<file path="src/rtl/msg_schedule.sv">
// -----------------------------------------------------------------------------
// msg_schedule -- SHA-256 message-schedule expander.
//
// Accepts one 512-bit block as 16 serial 32-bit words (W0 first) and emits the
// 64 schedule words W0..W63 in order, one per output handshake. W0..W15 are
// echoed as they are loaded; W16..W63 are expanded from a 16-word sliding
// window:
//   Wt = sigma1(W(t-2)) + W(t-7) + sigma0(W(t-15)) + W(t-16)   (mod 2^32)
// All words use [0:31] with bit 0 as the MSB.
//
// Optional feature macro: MSG_SCHED_STALL_EN
//   defined   : W_READY port exists; outputs hold while W_VALID && !W_READY,
//               loading and expansion freeze, IN_READY drops.
//   undefined : no W_READY port; consumer accepts every W_VALID pulse.
//
// Ports:
//   CLK       in   system clock, rising edge
//   RST_N     in   asynchronous active-low reset
//   CLR       in   synchronous clear, abandons the current block
//   IN_VALID  in   IN_WORD valid
//   IN_READY  out  a word is accepted this cycle when IN_VALID is high
//   IN_WORD   in   [0:31] message word, W0 first
//   W_VALID   out  W_OUT / W_IDX valid
//   W_OUT     out  [0:31] schedule word Wt (registered)
//   W_IDX     out  [0:5]  index t of W_OUT
//   W_LAST    out  high with W_VALID when W_IDX = 63
//   W_READY   in   consumer accepts (MSG_SCHED_STALL_EN only)
// -----------------------------------------------------------------------------

// Small sigma0: ROTR7 ^ ROTR18 ^ SHR3 on an MSB-first word.
module sigma0 (
    input  logic [0:31] x,
    output logic [0:31] y
);
    // With bit 0 as MSB, rotating right by n moves the n low-order bits
    // x[32-n:31] to the top of the word.
    assign y = {x[25:31], x[0:24]}
             ^ {x[14:31], x[0:13]}
             ^ {3'b000,   x[0:28]};
endmodule

// Small sigma1 (MOD_S1): ROTR17 ^ ROTR19 ^ SHR10 on an MSB-first word.
module mod_s1 (
    input  logic [0:31] x,
    output logic [0:31] y
);
    assign y = {x[15:31], x[0:14]}
             ^ {x[13:31], x[0:12]}
             ^ {10'b0,    x[0:21]};
endmodule

module msg_schedule #(
    parameter int WORDS_IN = 16,
    parameter int ROUNDS   = 64
) (
    input  logic        CLK,
    input  logic        RST_N,
    input  logic        CLR,
    input  logic        IN_VALID,
    output logic        IN_READY,
    input  logic [0:31] IN_WORD,
    output logic        W_VALID,
    output logic [0:31] W_OUT,
    output logic [0:5]  W_IDX,
    output logic        W_LAST
`ifdef MSG_SCHED_STALL_EN
    ,
    input  logic        W_READY
`endif
);

    typedef enum logic {
        ST_LOAD   = 1'b0,
        ST_EXPAND = 1'b1
    } state_t;

    localparam logic [0:5] LAST_LOAD  = 6'(WORDS_IN - 1);
    localparam logic [0:5] LAST_ROUND = 6'(ROUNDS - 1);

    state_t      state_q;
    state_t      state_d;
    logic [0:5]  count_q;
    logic [0:31] win_q [16];   // [0] = W(t-16) oldest ... [15] = W(t-1) newest

    logic        w_valid_q;
    logic [0:31] w_out_q;
    logic [0:5]  w_idx_q;
    logic        w_last_q;

    logic        take;
    logic        load_fire;
    logic        exp_fire;
    logic        produce;
    logic [0:31] s1_out;
    logic [0:31] s0_out;
    logic [0:31] wt;
    logic [0:31] new_word;

    // -------------------------------------------------------------------------
    // Output-side acceptance: the held word is gone (or will be gone at this
    // edge), so a new word may be produced.
    // -------------------------------------------------------------------------
`ifdef MSG_SCHED_STALL_EN
    assign take = !w_valid_q || W_READY;
`else
    assign take = 1'b1;
`endif

    // -------------------------------------------------------------------------
    // Expansion datapath
    // -------------------------------------------------------------------------
    mod_s1 u_s1 (
        .x (win_q[14]),
        .y (s1_out)
    );

    sigma0 u_s0 (
        .x (win_q[1]),
        .y (s0_out)
    );

    // Carries beyond bit 0 fall off the 32-bit result: addition is mod 2^32.
    assign wt = s1_out + win_q[9] + s0_out + win_q[0];

    assign load_fire = (state_q == ST_LOAD) && IN_VALID && IN_READY;
    assign exp_fire  = (state_q == ST_EXPAND) && take;
    assign produce   = load_fire || exp_fire;
    assign new_word  = (state_q == ST_LOAD) ? IN_WORD : wt;

    // -------------------------------------------------------------------------
    // FSM: state register
    // -------------------------------------------------------------------------
    // NOTE: clocked state uses non-blocking assignments so every register
    // samples pre-edge values regardless of process ordering.
    always_ff @(posedge CLK or negedge RST_N) begin
        if (!RST_N) begin
            state_q <= ST_LOAD;
        end else begin
            state_q <= state_d;
        end
    end

    // -------------------------------------------------------------------------
    // FSM: next-state logic
    // -------------------------------------------------------------------------
    // NOTE: assigning a default before any branch keeps combinational blocks
    // from inferring latches on paths that do not write the variable.
    always_comb begin
        state_d = state_q;
        if (CLR) begin
            state_d = ST_LOAD;
        end else begin
            case (state_q)
                ST_LOAD: begin
                    if (load_fire && (count_q == LAST_LOAD)) begin
                        state_d = ST_EXPAND;
                    end
                end
                ST_EXPAND: begin
                    if (exp_fire && (count_q == LAST_ROUND)) begin
                        state_d = ST_LOAD;
                    end
                end
                default: state_d = ST_LOAD;
            endcase
        end
    end

    // -------------------------------------------------------------------------
    // FSM: outputs
    // -------------------------------------------------------------------------
    // Without the stall feature take is constant 1, so this is simply
    // "ready while loading".
    always_comb begin
        IN_READY = 1'b0;
        if (state_q == ST_LOAD) begin
            IN_READY = take;
        end
    end

    // -------------------------------------------------------------------------
    // Sliding window. Every loaded or expanded word enters at win[15].
    // -------------------------------------------------------------------------
    // NOTE: the window is a register array rather than a RAM, so it can take
    // the asynchronous reset; CLR leaves it alone because all 16 entries are
    // rewritten by the next load before expansion reads any of them.
    always_ff @(posedge CLK or negedge RST_N) begin
        if (!RST_N) begin
            for (int i = 0; i < 16; i++) begin
                win_q[i] <= '0;
            end
        end else if (!CLR && produce) begin
            for (int i = 0; i < 15; i++) begin
                win_q[i] <= win_q[i + 1];
            end
            win_q[15] <= new_word;
        end
    end

    // -------------------------------------------------------------------------
    // Word counter and registered output stage
    // -------------------------------------------------------------------------
    always_ff @(posedge CLK or negedge RST_N) begin
        if (!RST_N) begin
            count_q   <= '0;
            w_valid_q <= 1'b0;
            w_out_q   <= '0;
            w_idx_q   <= '0;
            w_last_q  <= 1'b0;
        end else if (CLR) begin
            // Clear wins over any handshake in the same cycle.
            count_q   <= '0;
            w_valid_q <= 1'b0;
            w_out_q   <= '0;
            w_idx_q   <= '0;
            w_last_q  <= 1'b0;
        end else if (produce) begin
            // count wraps 63 -> 0, which is exactly the next block's W0.
            count_q   <= count_q + 6'd1;
            w_valid_q <= 1'b1;
            w_out_q   <= new_word;
            w_idx_q   <= count_q;
            w_last_q  <= (count_q == LAST_ROUND);
        end else if (take) begin
            // Held word consumed and nothing new: drop valid, keep data.
            w_valid_q <= 1'b0;
            w_last_q  <= 1'b0;
        end
    end

    assign W_VALID = w_valid_q;
    assign W_OUT   = w_out_q;
    assign W_IDX   = w_idx_q;
    assign W_LAST  = w_last_q;

    // -------------------------------------------------------------------------
    // Assertions
    // -------------------------------------------------------------------------
    a_load_count : assert property (@(posedge CLK) disable iff (!RST_N)
        (state_q == ST_LOAD) |-> (count_q <= LAST_LOAD));

    a_last_valid : assert property (@(posedge CLK) disable iff (!RST_N)
        W_LAST |-> W_VALID);

endmodule

</file>
<file path="config.mk">
export PLATFORM = sky130hd
export DESIGN_NAME = msg_schedule
export DESIGN_NICKNAME = d
export VERILOG_FILES = /design/src/rtl/msg_schedule.sv
export SDC_FILE = /design/constraint.sdc
export NUM_CORES = 1
export LEC_CHECK = 0
export CAP_MARGIN = 20
export CORE_MARGIN = 4
export CORE_UTILIZATION = 35
export DETAILED_ROUTE_END_ITERATION = 8
export MAX_ROUTING_LAYER = met4
export PLACE_DENSITY = 0.47
export SYNTH_ARGS = -nofsm -noshare
export SYNTH_HDL_FRONTEND = slang
export SYNTH_HIERARCHICAL = 1
export SYNTH_SLANG_ARGS = --single-unit
</file>
<file path="constraint.sdc">
create_clock -name CLK -period 9.6 [get_ports CLK]
set_clock_uncertainty 0.15 [all_clocks]
set_input_delay 0.96 -clock CLK [delete_from_list [all_inputs] [get_ports CLK]]
set_output_delay 0.96 -clock CLK [all_outputs]
set_load 0.1 [all_outputs]
</file>
; ---- Word level (Yosys, flattened, before mapping)
; Index checks and enable logic that the tools add are counted.
[word_totals]
reg_bits = 559
wordCells = 57
[op_classes]
reduce_logical = 8
n_eq_ne = 2
add_sub_neg = 4
n_bitwise = 5
n_mux = 16
[ops]
columns = operator, count
row1 = adder 32 bit, 3
row2 = 2-to-1 mux 32 bit, 3
row3 = bitwise XOR 32 bit, 2
row4 = bitwise XOR 32 x 22 -> 32 bit, 1
row5 = bitwise XOR 32 x 29 -> 32 bit, 1
row6 = 2-to-1 mux 6 bit, 4
row7 = 2-to-1 mux 1 bit, 8
row8 = adder 6 x 1 -> 6 bit (second input constant), 1
row9 = equality test 6 x 4 -> 1 bit (second input constant), 1
row10 = equality test 6 bit (second input constant), 1
row11 = logical AND 1 bit, 5
row12 = one-hot mux 1 bit (2 select lines), 1
row13 = nonzero test 2 bit, 1
row14 = logical NOT 1 bit, 1
row15 = logical OR 1 bit, 1
row16 = NOT 1 bit, 1

; ---- Depth between registers and ports, before layout
[depth]
depth_word = 8
depth_mapped = 14
ltp_nobuf = 14

; ---- Cells and area by module
; Netlist, hierarchy kept.
[by_module_without_submodules]
columns = module, cells_each, n_inst, area_per_inst_um2
row1 = msg_schedule, 2799, 1, 24886.4
row2 = sigma0, 32, 1, 730.7
row3 = mod_s1, 32, 1, 610.6

; ---- Least setup slack after synthesis
; Ideal clock, no wire load.
[synth_timing]
path_kind = register to register
start = register win_q[43] (netlist bit)
end = register w_out_q, in the netlist W_OUT[10]
n_path_buf = 0
path_stages_with_launch = 15
slack_ns = 5.558
setup_ns = 0.140
arrival_ns = 3.752
path_cell_list = dfrtp_1 xor3_1 inv_1 fa_1 fa_1 inv_1 ha_1 fa_1 a21o_1 a221o_2 nand3_1 o221ai_2 a21oi_4 xor2_1 o22ai_1
[synth_via]
elab_chain_cells = 7
[synth_lines]
columns = element, line_no
row1 = "start, declared", 83  ; logic [0:31] win_q [16];
row2 = "start signal, assigned by index", 194  ; win_q[i] <= win_q[i + 1];
row3 = bitwise XOR 32 x 22 -> 32 bit, 49  ; ^ {10'b0, x[0:21]};
row4 = net s1_out (one bit), 94  ; logic [0:31] s1_out;
row5 = adder 32 bit (3 in a row), 123  ; assign wt = s1_out + win_q[9] + s0_out + win_q[0];
row6 = 2-to-1 mux 32 bit, 128  ; assign new_word = (state_q == ST_LOAD) ? IN_WORD : wt;
row7 = 2-to-1 mux 32 bit, 217  ; end else if (produce) begin
row8 = 2-to-1 mux 32 bit, 210  ; end else if (CLR) begin
row9 = "end signal, assigned", 221  ; w_out_q <= new_word;
row10 = "end, declared", 86  ; logic [0:31] w_out_q;
; The timed path passes the listed nets, and every way through them passes these cells. The select of a mux whose other input is x is not followed.
; A chain may end at the register's enable or synchronous reset.

; ---- Final worst setup path
[layout_timing]
start = input CLR
end = register win_q[231] (netlist bit)
[layout_via]
elab_chain_cells = 2
[layout_lines]
columns = element, line_no
row1 = "start, declared", 58  ; input logic CLR,
row2 = logical NOT 1 bit, 192  ; end else if (!CLR && produce) begin
row3 = logical AND 1 bit, 192
; No other way between the ends.

==> impl_metrics.toml <==
[status]
status = "completed"

[grt]
grt_pass1_wl_um = 112000
grt_use_total_pct = 18.6
grt_pass1_vias = 18800
antenna_found_initial = 1
overflow = 0
grt_max_degree = 196

[timing]
setup_tns_ps = 0
setup_viol = 0
fmax_mhz = 198
min_period_over_period_pct = 52.7
maxSlewHeadroom_pct = 30.4
rsz0062_at_grt = "no"
max_slew.worst_pin.slew_ps = 1040
min_period_ps = 5060
drv_slew = 0
final_hold_viol_count = 0

[logic_synthesis]
ys_types = 58
synth_nets = 2993
synth.avg_cell_area_um2 = 9.16
yosysSeqAreaShare_pct = 53.3
synthTopCellsByArea = "dfrtp_1 (53%), nand2_1 (19%), fa_1 (4.7%)"
synth_top_flop_cell = "dfrtp_1"
synthArstFlopShare_pct = 100
ys_ff_latch = 559
yosys.area.top_type_share_pct = 53.3
yosysTopAreaCell = "dfrtp_1"
ys.warnings.count = 6
synth_edf_count = 0
netlist_instances = 2863
syn_area_um2 = 26200

[critical_path]
rr_endpoint = "win_q[9]"
ff2ff_path_depth = 13
r2r-start = "win_q[43]"
endpoint_kind = "register"
ff2ff_setup_slack_ps = 4680
worstPathArrival_ps = 5350
crit_type = "input pin to register"
cp-endpoint = "win_q[231]"
startpoint = "CLR"
worst_ep_required_time_ps = 9880
cp-start-kind = "input pin"
path_max_fanout = 101

[cts]
htreeDepth = 3
cts_sinks = 559
cts-root-buf = "clkbuf_16"
cts_buffer_depth = 3
cts_tree = "yes"
holdBufCountCts = 0
clk_latency_ps = 610
post_cts.repair.setup_buffers = 0
numCtsBuffers = 66
cts.repair.resized = 0
clkTransAtPathRegs_ps = 50

[worst_hold_path]
hold_path_class = "input pin to asynchronous set/reset pin"

[layout]
num-nets-final = 3006
final_cell_mix = "nand2_1 (1340), dfrtp_1 (559), inv_1 (187)"
final_common_cell = "nand2_1"
fillers = 7539
syn_to_final_growth_pct = 13.8
drive_gt1_share_pct = 4.82

[drt]
via_per_inst = 4.76
drc = 0
drt_iter0_drc = 1609
wire_per_inst_um = 17.9
wirelength_um = 69700
via_count = 18600
dr.pass1.iters = 5
ant_nets = 0

[die]
core_um2 = 74300
die_area_um2 = 79400
die_w_um = 282
rows = 100
io_pins = 77
die_y_um = 282
start_util_pct = 35.3

[place]
gp_congestion = 0.903
io_buffers = 76
hpwl_um = 47100

[run]
cap_violations = 0
-- cell families (layout without fill, tap and decap cells) --
logic type      count (synthesis)  after routing  synth area share, %
compound gates                292            292                 6.49
xor+xnor                       94             94                 6.12
fa+ha+maj                      94             94                 6.26
buf+inv                       338            401                 5.10
flops                         559            559                 53.3
mux                            37             37                 1.44
other cells                     0              1                    0
simple gates                 1449           1449                 21.3
-- synth_stat cells, types with 6 or more instances --
cell type	instances
clkbuf_1	90
inv_1	187
a211oi_1	14
mux2i_1	31
xnor2_1	15
nand4_1	10
dfrtp_1	559
mux2_2	6
xor3_1	47
nor3_1	8
nand2_1	1340
a21oi_1	80
xor2_1	28
fa_1	62
and3_1	14
buf_2	50
o21ai_0	127
o22ai_1	15
nor2_1	54
a21o_1	12
buf_1	9
ha_1	32
-- how the worst min path moves through the flow --
stage / startpoint / endpoint / slack [ps] / depth (start not counted)
3_3_place_gp: win_q[279] / win_q[311] / 300 / 2
6_report: RST_N / win_q[406] / 260 / 1
2_1_floorplan: win_q[68] / win_q[100] / 290 / 2
3_5_place_dp: win_q[136] / win_q[168] / 300 / 2
5_1_grt: RST_N / win_q[376] / 330 / 1
4_1_cts: RST_N / win_q[173] / 270 / 1
-- worst max-delay path: stages --
cell and delay (ps):
clkdlybuf4s50_1 460, buf_4 400, nand2b_4 770, buf_4 730
buf_4 880, buf_4 800, o21ai_0 150
-- final cells by class --
class | count | area (µm²) | area share [%]
flip-flops and latches | 559 | 14000 | 46.9
multi-input cells | 1966 | 10900 | 36.6
clock buffers | 101 | 1930 | 6.45
well taps | 969 | 1210 | 4.06
repair buffers | 95 | 928 | 3.11
inverters | 188 | 713 | 2.39
clock inverters | 17 | 158 | 0.528
diodes | 1 | 2.50 | 0.00839
-- layer usage --
metal	vias to the layer above	GRT usage [%]	part of all wire, %
met3	96	3.69	4.7
met2	329	27.3	45
met5	-	-	0
li1	8967	-	-
met4	0	5.15	2.5
met1	9169	26.5	48
-- registers in the layout, summed over array words and instances, names as in the netlist --
name,flops
W_IDX,6
W_LAST,1
W_OUT,32
W_VALID,1
count_q,6
exp_fire,1
win_q,512
-- per-stage QoR --
stage	cells	instance area (µm²)	hold WS, ps	utilization (%)	setup WS (ps)
finish	3896	29800	260	40.1	4540
CTS	3895	29800	274	40.1	4520
global route	3896	29800	326	40.1	4070
floorplan	2863	26200	289	-	5560
global placement	3777	27800	296	37.3	3950
detailed placement	3777	27800	298	37.3	3880
Power is not shown: default switching activity piles up to over one toggle a cycle in this logic, so the estimate is an artifact.
==> patch 1, RTL diff (config.mk and constraints unchanged) <==
Build with the macro `MSG_SCHED_STALL_EN` defined.
--- a/src/rtl/msg_schedule.sv
+++ b/src/rtl/msg_schedule.sv
@@ -29,4 +29,6 @@
 
 // Small sigma0: ROTR7 ^ ROTR18 ^ SHR3 on an MSB-first word.
+`define MSG_SCHED_STALL_EN
+
 module sigma0 (
     input  logic [0:31] x,
Interface: changed (added W_READY); port bits go from 77 to 78. The function was not compared with the original's and may differ.
==> patch 1 against the unedited design <==
- wire length down 0.15%
- sequential share of layout area about the same
- global-route usage rose by 0.054 points
- synthesized area is 1.4% lower
- sequential cell count did not move
- setup slack improved by 170 ps
- via count down 1.9%
- design area about the same
- highest routed layer unchanged
==> patch 1: results (changes against the unedited design) <==
| Metric | Value |
|---|---|
| Final net count | 2969 (-1.2%) |
| Slowest cell on the critical path | dfrtp_1 |
| Worst Reg-to-Reg Cells | 14 (+1) |
| Most area-consuming cells after synthesis | dfrtp_1, nand2_1, fa_1 |
| Worst-Margin Slew | 1130 ps (+82.3 ps) |
| Inserted Clock Buffers | 68 (+3.0%) |
| Largest stage delay, worst path | 550 ps (-330 ps) |
| Antenna cells | 0 (-1) |
| Synth unique cells | 62 (+6.9%) |
| Clk slew on worst S/H paths | around 60 ps |
| TritonRoute pass-1 iters | 5 (unchanged) |
| Placed cell count | 3727 (-1.3%) |
| Post-Place Worst Slack | 4800 ps (+922 ps) |
| Mean routed wirelength per cell | 18.1 µm (+1.1%) |
| Mapped Nets | 2942 (-1.7%) |
| Port Buffers | 77 (+1.3%) |
| Grt met3 use | 0.0347 (-0.00226) |
| Met2 GRT Util | 0.276 (+0.00353) |
| Grt met1 use | 0.257 (-0.00829) |
| WL final | 69600 µm (-0.15%) |
| Global-route wire length before repair | 110000 µm (-1.3%) |
| Synthesized area per cell | 9.20 µm² (+0.38%) |
| All-Layer GR Usage | 0.187 (+0.000541) |
| Maximum vdd drop | between 0.0002 and 0.00025 V |
| Status | complete, no violations |
| Worst path arrival time | 5230 ps (-120 ps) |
| Share of layout cells above drive strength 1 | 0.0502 (+0.00200) |
| Routed vias | 18202 (-1.9%) |
| Static leakage | 15.4 nW |
| Worst Path Max Fanout | 5 (-95%) |
| Pin count of the biggest net entering global routing | 223 (+14%) |
| Cell family with most CP delay | adder cells |
| Placer Congestion | 0.959 (+6.2%) |
| Final HPWL DP | 46300 µm (-1.7%) |
| Sequential fraction of the synthesis area | 0.541 (+0.00780) |
| CP startpoint | win_q[44] |
| Top post-synthesis cells by count | nand2_1, dfrtp_1, inv_1, o21ai_0, clkbuf_1 |
| Clk_lat worst skew | between 600 and 700 ps |
| Initial DRC count | 1596 (-0.81%) |
==> patch 1: final timing paths <==
path                         endpoint  slack, ps
max in group asynchronous  win_q[334]       7000
min in group CLK           win_q[318]        290
setup reg to reg            win_q[25]       4710
hold reg to reg            win_q[318]        290
setup / recovery            win_q[25]       4710
hold / removal             win_q[362]        200
==> patch 1: cell families after synthesis <==
kind of cell / count (synthesis) / synth area share
and+or+nand+nor: 1455 / 0.216
DFF: 559 / 0.541
muxes: 20 / 0.00779
buffers and inverters: 322 / 0.0470
xor gates and xnor gates: 99 / 0.0637
adders and majority gates: 94 / 0.0635
AOI/OAI and AO/OA: 262 / 0.0604
==> patch 1: per-stage QoR <==
stage               hold WS [ps]  utilization  power (mW)  instance area [µm²]
CTS                          209        0.408        10.2                29800
floorplan                    285            -        6.06                25800
global route                 234        0.408        10.9                29800
detailed placement           299        0.377        7.49                27500
global placement             297        0.377        7.52                27500
finish                       203        0.408        10.1                29800
==> patch 1: power groups by stage <==
| stage | Clock [mW] | Combinational (mW) | Sequential [mW] |
|---|---|---|---|
| floorplan | 0 | 2.89 | 3.17 |
| global placement | 0 | 4.28 | 3.23 |
| detailed placement | 0 | 4.24 | 3.25 |
| CTS | 2.70 | 4.29 | 3.21 |
| global route | 2.79 | 4.79 | 3.27 |
| finish | 2.61 | 4.28 | 3.20 |
==> patch 1: metal layers <==
layer	routed length, µm	vias up	share of wire
li1	-	8801	-
met1	32600	8971	0.47
met2	31200	300	0.45
met3	3070	130	0.044
met4	2810	0	0.040
met5	0	-	0
==> patch 1: layout make-up <==
| cell class | count | area [µm²] |
|---|---|---|
| Clock inverter | 26 | 342 |
| Inverter | 187 | 702 |
| Fill cell | 7319 | 43300 |
| Multi-Input combinational cell | 1930 | 10700 |
| Clock buffer | 95 | 1940 |
| Sequential cell | 559 | 14000 |
| Tap cell | 959 | 1200 |
| Timing Repair Buffer | 92 | 963 |
==> patch 2, RTL diff (same flow settings) <==
Made on the original files. Make the reset (`RST_N`) synchronous in 3 clocked blocks. Comments in the files are not updated.
--- a/src/rtl/msg_schedule.sv
+++ b/src/rtl/msg_schedule.sv
@@ -133,5 +133,5 @@
     // NOTE: clocked state uses non-blocking assignments so every register
     // samples pre-edge values regardless of process ordering.
-    always_ff @(posedge CLK or negedge RST_N) begin
+    always_ff @(posedge CLK) begin
         if (!RST_N) begin
             state_q <= ST_LOAD;
@@ -185,5 +185,5 @@
     // the asynchronous reset; CLR leaves it alone because all 16 entries are
     // rewritten by the next load before expansion reads any of them.
-    always_ff @(posedge CLK or negedge RST_N) begin
+    always_ff @(posedge CLK) begin
         if (!RST_N) begin
             for (int i = 0; i < 16; i++) begin
@@ -201,5 +201,5 @@
     // Word counter and registered output stage
     // -------------------------------------------------------------------------
-    always_ff @(posedge CLK or negedge RST_N) begin
+    always_ff @(posedge CLK) begin
         if (!RST_N) begin
             count_q   <= '0;
Check against the original RTL: differs if RST_N is asserted again (counterexample within 4 cycles, from zero or initial values and one cycle with RST_N low); with RST_N held inactive, the same outputs for 10 cycles.
==> patch 2 against the unedited design <==
- design area is 0.21% higher
- wire length shrank 4.9%
- die area grew 0.47%
- sequential cell count unchanged
- setup slack gained 200 ps
- synthesized area increased by 0.48%
- count of clock-buffer cells in the layout fell by 20
- critical endpoint is now win_q[7][62]
==> patch 2: results (changes against the unedited design) <==
| Metric | Value |
|---|---|
| Status | complete, no violations |
| Post-Route M1 WL | 32000 µm (-4.6%) |
| Placed cell count | 2890 (-23%) |
| Async set-or-reset flop fraction in the synthesized netlist | 0 (-1.00) |
| Worst path arrival time | 5070 ps (-280 ps) |
| H-tree depth | 2 (-1) |
| Vias per inst | 4.99 (+4.7%) |
| Final HPWL DP | 43200 µm (-8.3%) |
| Hold slack | 305 ps (+44.4 ps) |
| Register share of the cell area | 0.546 (+0.0769) |
| Slowest cell on the critical path | edfxtp_1 |
| Initial DRC count | 1184 (-26%) |
| Area of the multi-input gates | 8840 µm² (-19%) |
| Post-Place Worst Slack | 4550 ps (+666 ps) |
| Clk_lat worst skew | 630 ps (+20 ps) |
| Met2 GRT Util | 0.255 (-0.0175) |
| Most area-consuming cells after synthesis | edfxtp_1, and3_1, fa_1 |
| DP Area | 28000 µm² (+0.82%) |
| Vias in the first global route | 14985 (-20%) |
| Layout non-clock buf frac | 0.0312 (+0.000104) |
| Synth Area in XOR/XNOR | 0.0602 (-0.000958) |
| ClkCell Share | 0.0632 (-0.00659) |
| CP startpoint | win_q[0][62] |
| Min setup slack post-route | 4740 ps (+201 ps) |
| Top post-synthesis cells by count | edfxtp_1, and3_1, inv_1, and2_1, clkbuf_1 |
| Inserted Clock Buffers | 61 (-7.6%) |
| Initial antenna violation count | 2 (+1) |
| Synth Area in Adders | 0.0623 (-0.000300) |
| All-Layer GR Usage | 0.171 (-0.0149) |
| TritonRoute pass-1 iters | 7 (+2) |
## patch 2: changes by cell type after synthesis, sizes merged, moves of 15 or more
cell | unedited run | this run
nand2 | 1340 | 82
buf | 60 | 20
and3 | 15 | 296
and2 | 4 | 165
nand3 | 3 | 18
dfrtp | 559 | 0
nor2 | 54 | 34
clkbuf | 90 | 110
dfxtp | 0 | 47
edfxtp | 0 | 512
nor3 | 8 | 39
a21oi | 83 | 67
o21ai | 131 | 38
## patch 2: cells by family (layout without fill, tap and decap cells)
kind of cell,Yosys count,in the layout
fa+ha+maj,94,94
simple gates,685,685
xor+xnor,92,92
flops,559,559
mux,34,34
compound gates,181,181
buf+inv,317,391
other cells,0,1
## patch 2: power groups by stage
stage	clock [mW]	sequential, mW	combinational (mW)
final	2.24	2.91	2.24
after global routing	2.41	2.93	2.44
after CTS	2.31	2.92	2.23
after detailed placement	0	2.96	2.21
after global placement	0	2.96	2.22
after floorplan	0	2.99	1.52
